$ cat config.mk
export PLATFORM = sky130hd
export DESIGN_NAME = mcs4_cycle_gen_flat
export DESIGN_NICKNAME = d
export VERILOG_FILES = /design/src/rtl/mcs4_cycle_if.sv /design/src/rtl/mcs4_cycle_gen.sv /design/src/flat_wrapper.sv
export SDC_FILE = /design/constraint.sdc
export NUM_CORES = 1
export LEC_CHECK = 0
export BUFFER_PORTS_ARGS = -buffer_cell sky130_fd_sc_hd__buf_2
export CAP_MARGIN = 40
export CORE_MARGIN = 10
export CORE_UTILIZATION = 55
export CTS_CLUSTER_DIAMETER = 40
export DETAILED_ROUTE_END_ITERATION = 8
export PLACE_DENSITY = 0.79
export SLEW_MARGIN = 20
export SYNTH_ARGS = -nofsm -noshare
export SYNTH_HDL_FRONTEND = slang
export SYNTH_SLANG_ARGS = --single-unit
$ cat constraint.sdc
create_clock -name clk -period 4.3 [get_ports clk]
set_clock_uncertainty 0.1 [all_clocks]
set_input_delay 0.86 -clock clk [delete_from_list [all_inputs] [get_ports clk]]
set_output_delay 0.86 -clock clk [all_outputs]
set_load 0.05 [all_outputs]
$ cat src/rtl/mcs4_cycle_if.sv
// Control and timing bundle between the MCS-4 cycle sequencer and the core boards.
// The master side is the sequencer; the slave side is the consumer or a controller.
interface mcs4_cycle_if #(
  parameter int unsigned CNT_W = 16
);
  logic             poc_in;
  logic             run;
  logic             step;
  logic             clk1;
  logic             clk2;
  logic [7:0]       sub;
  logic             sync_n;
  logic             poc;
  logic             halted;
  logic [CNT_W-1:0] icount;

  modport master (
    input  poc_in, run, step,
    output clk1, clk2, sub, sync_n, poc, halted, icount
  );

  modport slave (
    output poc_in, run, step,
    input  clk1, clk2, sub, sync_n, poc, halted, icount
  );
endinterface

$ cat src/rtl/mcs4_cycle_gen.sv
// MCS-4 instruction-cycle sequencer: internal two-phase clocks, subcycle strobes,
// POC synchronisation, run/halt/single-step control and an instruction counter.
//
// state   | meaning
// --------+---------------------------------------------------------------
// ST_IDLE | just out of reset, sequencer not yet started
// ST_RUN  | position counter advancing (unless POC is asserted)
// ST_HALT | parked at the instruction boundary (position 0)
module mcs4_cycle_gen #(
  parameter int unsigned DIV   = 1,
  parameter int unsigned CNT_W = 16
) (
  input  logic         clk,
  input  logic         rst_n,
  mcs4_cycle_if.master cyc
);
  typedef enum logic [1:0] {ST_IDLE, ST_RUN, ST_HALT} state_t;

  localparam logic [7:0] QTR_LOAD = 8'(DIV - 1);

  state_t           state, state_nxt;
  logic [7:0]       qtr_tmr;
  logic [4:0]       pos;
  logic [CNT_W-1:0] icount;
  logic             poc_meta, poc_s;
  logic             active, qtr_tc, cyc_end;

  // pos = {subcycle, quarter}; qtr_tmr counts down the sysclks within one quarter
  assign active  = !poc_s && (state == ST_RUN);
  assign qtr_tc  = (qtr_tmr == 8'd0);
  assign cyc_end = qtr_tc && (pos == 5'd31);

  always_ff @(posedge clk) begin
    if (!rst_n) state <= ST_IDLE;
    else        state <= state_nxt;
  end

  always_comb begin
    state_nxt = state;
    case (state)
      ST_IDLE: state_nxt = ST_RUN;
      ST_RUN:  if (!poc_s && cyc_end && !cyc.run) state_nxt = ST_HALT;
      ST_HALT: if (poc_s || cyc.run || cyc.step) state_nxt = ST_RUN;
      default: state_nxt = ST_IDLE;
    endcase
  end

  always_ff @(posedge clk) begin
    if (!rst_n) begin
      poc_meta <= 1'b0;
      poc_s    <= 1'b0;
      qtr_tmr  <= QTR_LOAD;
      pos      <= 5'd0;
      icount   <= '0;
    end else begin
      poc_meta <= cyc.poc_in;
      poc_s    <= poc_meta;
      if (poc_s) begin
        qtr_tmr <= QTR_LOAD;
        pos     <= 5'd0;
        icount  <= '0;
      end else if (active) begin
        if (qtr_tc) begin
          qtr_tmr <= QTR_LOAD;
          pos     <= pos + 5'd1;
          if (cyc_end) icount <= icount + CNT_W'(1);
        end else begin
          qtr_tmr <= qtr_tmr - 8'd1;
        end
      end
    end
  end

  assign cyc.sub    = 8'd1 << pos[4:2];
  assign cyc.clk1   = active && (pos[1:0] == 2'd0);
  assign cyc.clk2   = active && (pos[1:0] == 2'd2);
  assign cyc.sync_n = !(active && (pos[4:2] == 3'd7));
  assign cyc.poc    = poc_s;
  assign cyc.halted = (state == ST_HALT);
  assign cyc.icount = icount;
endmodule

$ cat src/flat_wrapper.sv
// flat-port wrapper written by rule: the top's interface ports become plain ports
module mcs4_cycle_gen_flat 
#(
  parameter int unsigned DIV   = 1,
  parameter int unsigned CNT_W = 16
)
  (clk, rst_n, cyc_poc_in, cyc_run, cyc_step, cyc_clk1, cyc_clk2, cyc_sub, cyc_sync_n, cyc_poc, cyc_halted, cyc_icount);
  mcs4_cycle_if #(.CNT_W(CNT_W)) cyc_i ();
  input  logic clk;
  input  logic rst_n;
  input wire logic [$bits(cyc_i.poc_in)-1:0] cyc_poc_in;
  input wire logic [$bits(cyc_i.run)-1:0] cyc_run;
  input wire logic [$bits(cyc_i.step)-1:0] cyc_step;
  output wire logic [$bits(cyc_i.clk1)-1:0] cyc_clk1;
  output wire logic [$bits(cyc_i.clk2)-1:0] cyc_clk2;
  output wire logic [$bits(cyc_i.sub)-1:0] cyc_sub;
  output wire logic [$bits(cyc_i.sync_n)-1:0] cyc_sync_n;
  output wire logic [$bits(cyc_i.poc)-1:0] cyc_poc;
  output wire logic [$bits(cyc_i.halted)-1:0] cyc_halted;
  output wire logic [$bits(cyc_i.icount)-1:0] cyc_icount;
  assign cyc_i.poc_in = cyc_poc_in;
  assign cyc_i.run = cyc_run;
  assign cyc_i.step = cyc_step;
  assign cyc_clk1 = cyc_i.clk1;
  assign cyc_clk2 = cyc_i.clk2;
  assign cyc_sub = cyc_i.sub;
  assign cyc_sync_n = cyc_i.sync_n;
  assign cyc_poc = cyc_i.poc;
  assign cyc_halted = cyc_i.halted;
  assign cyc_icount = cyc_i.icount;
  mcs4_cycle_gen #(.DIV(DIV), .CNT_W(CNT_W)) u_core (.clk(clk), .rst_n(rst_n), .cyc(cyc_i));
endmodule
==> qor.yml <==
rsz0062_at_grt: "no"
synthTopCellsByArea: "dfxtp_1 (39%), ha_1 (5.2%), o31ai_1 (4.9%)"
report.final.hold_viol_count: 0
power_leakage_nw: 0.8018
synth_edf_count: 0
r2r_start: "u_core.pos[1]$_SDFFE_PP0P_"
slew_headroom: 0.4720
initial_core_util: 0.5617
maxCapViolations: 0
drtAntennaViolNets: 0
worstSetupStartpointType: "flip-flop"
regArea_um2: 660.6
htreeDepth: 2
grt_pass1_vias: 1364
hpwl_um: 2543
grt_util_all_layers: 0.1343
synthFlopType: "dfxtp_1"
synth.top_cell.area_share: 0.3917
grt-ovfl-total: 0
netlist_instances: 192
fin_ws_ns: 1.800
arrival_ns: 1.54
grt_pass1_wl_um: 6044
cts_buffer_depth: 2
seq_area_frac_synth: 0.3917
hold_class: "flip-flop to flip-flop"
fillers: 265
layout_common_cells: "buf_2 (33), dfxtp_1 (33), nor2_1 (19)"
path_max_fanout: 11
antenna_found_initial: 0
fin_crit_ns: 2.500
crit_type: "flip-flop to primary output"
syn_area_mm2: 0.001687
cts_sinks: 33
ir_drop_uv: 236.7
vias: 1472
routabilityCongestion: 0.7730
cts_buffers: 5
finalMaxSlewViolations: 0
fin_nets: 236
drive_gt1_frac: 0.1956
endpoint_kind: "primary output"
pre_cts_slack_ns: 1.908
core_mm2: 0.003003
wl_um: 3579
crit_slowest_cell: "dfxtp_1"
synthArstFlopShare: 0
grt_max_degree: 26
drtIter0Drc: 65
io_pins: 34
synth_top_cell_by_area: "dfxtp_1"
min-delay-start: "u_core.poc_meta$_SDFF_PN0_"
worstMarginPinSlew_ns: 0.7920
post-route-drc-count: 0
postCtsSetupBuffers: 0
dieHeight_um: 75.38
fin_tns_setup_ns: 0
yosysWarnings: 0
crit_chain: "nor3b_1, buf_4, and2_1, buf_2"
cts_resized: 0
dieArea_mm2: 0.005681
slowest_delay_ns: 0.42
fin_crit_sh: 0.5814
setup_viol_count_final: 0
critPathLaunch: "u_core.state[0]$_SDFFE_PN0P_"
max_freq_ghz: 0.4000
syn_avg_cell_area_um2: 8.784
fp.dieW_um: 75.38
routedWlPerCell_um: 13.87
hold_buffers: 0
viasPerCell: 5.705
cts_tree: "done"
multi_input_area_um2: 962.2
required_ns: 3.34
antenna_cells: 0
first_pass_iters: 4
root_buffer: "clkbuf_4"
syn_to_final_growth_pct: 13.28
syn-num-nets: 204
path_clk_slew_ns: 0.10
p_per_area_mw_per_mm2: 343.4
synth.distinct_cells: 31
status: "finished, final reports clean"
clock_latency_ns: 0.32
ys_ff_latch: 33
port-buffer-count: 33
holdWs_ns: 0.3443
rows: 20
## worst paths after layout
kind,endpoint,slack [ns],depth (start not counted)
worst max register to register,u_core.cyc.icount[5]$_SDFFE_PP0P_,1.86,7
worst min register to register,u_core.cyc.poc$_SDFF_PN0_,0.34,1
worst min-delay path,u_core.cyc.poc$_SDFF_PN0_,0.34,1
worst max-delay path,cyc_clk1,1.80,4
## synth_stat cells, drive strengths merged, types with 5 or more instances
| master | count |
|---|---|
| a21oi | 15 |
| and2 | 6 |
| clkbuf | 8 |
| dfxtp | 33 |
| ha | 7 |
| inv | 6 |
| nand2 | 9 |
| nand3 | 9 |
| nand4 | 9 |
| nor2 | 19 |
| nor3b | 5 |
| o21ai | 6 |
| o31ai | 11 |
| or4 | 11 |
| xor2 | 8 |
## cells by family (layout without fill, tap and decap cells)
logic type                 count (synthesis)  in the layout  synth area share
AOI/OAI and AO/OA                         33             33            0.1157
xor gates and xnor gates                  11             11           0.05713
adders and majority gates                  7              7           0.05193
buffers and inverters                     15             48           0.03783
DFF                                       33             33            0.3917
muxes                                      3              3           0.01780
and+or+nand+nor                           90             90            0.3279
## flip-flops by register name (all words and copies together), names as in the netlist
name,flops
u_core.cyc.icount,16
u_core.cyc.poc,1
u_core.poc_meta,1
u_core.pos,5
u_core.qtr_tmr,8
u_core.state,2
## report_power, final
| part | leakage, nW | internal (W) | switching [W] |
|---|---|---|---|
| combinational | 0.502 | 0.0000540 | 0.0000877 |
| clock | 0.0320 | 0.0000623 | 0.000101 |
| sequential | 0.268 | 0.000326 | 0.0000252 |
| total | 0.802 | 0.000443 | 0.000213 |
## per-stage QoR
step | power [W] | cell area [µm²] | utilization | instances
after floorplan | 0.0004689 | 1687 | - | 192
after global placement | 0.0004953 | 1859 | 0.6192 | 250
after detailed placement | 0.0004982 | 1859 | 0.6192 | 250
after CTS | 0.0006621 | 1911 | 0.6363 | 258
after global routing | 0.0006955 | 1911 | 0.6363 | 258
final | 0.0006561 | 1911 | 0.6363 | 258
## cell type report
| type | count | area share |
|---|---|---|
| clock buffer | 6 | 0.02161 |
| clock inverter | 2 | 0.005239 |
| inverter | 6 | 0.01179 |
| multi-input combinational | 144 | 0.5036 |
| sequential | 33 | 0.3458 |
| tap | 33 | 0.02161 |
| timing repair buffer | 34 | 0.09037 |
## metal layers
| metal | wire length [µm] | part of all wire | track usage | vias up |
|---|---|---|---|---|
| met5 | 0 | 0 | 0 | - |
| met4 | 19 | 0.0053 | 0.04742 | 0 |
| met3 | 197 | 0.055 | 0.04557 | 2 |
| met2 | 1615 | 0.45 | 0.2115 | 24 |
| met1 | 1747 | 0.49 | 0.1664 | 682 |
| li1 | - | - | - | 764 |
## worst max-delay path, delay by kind of cell (launching register included)
kind / cells / cell delay [ns]
buffers and inverters: 2 / 0.47
DFF: 1 / 0.42
and+or+nand+nor: 2 / 0.33
Note: power is estimated with default switching activity, not from simulation.
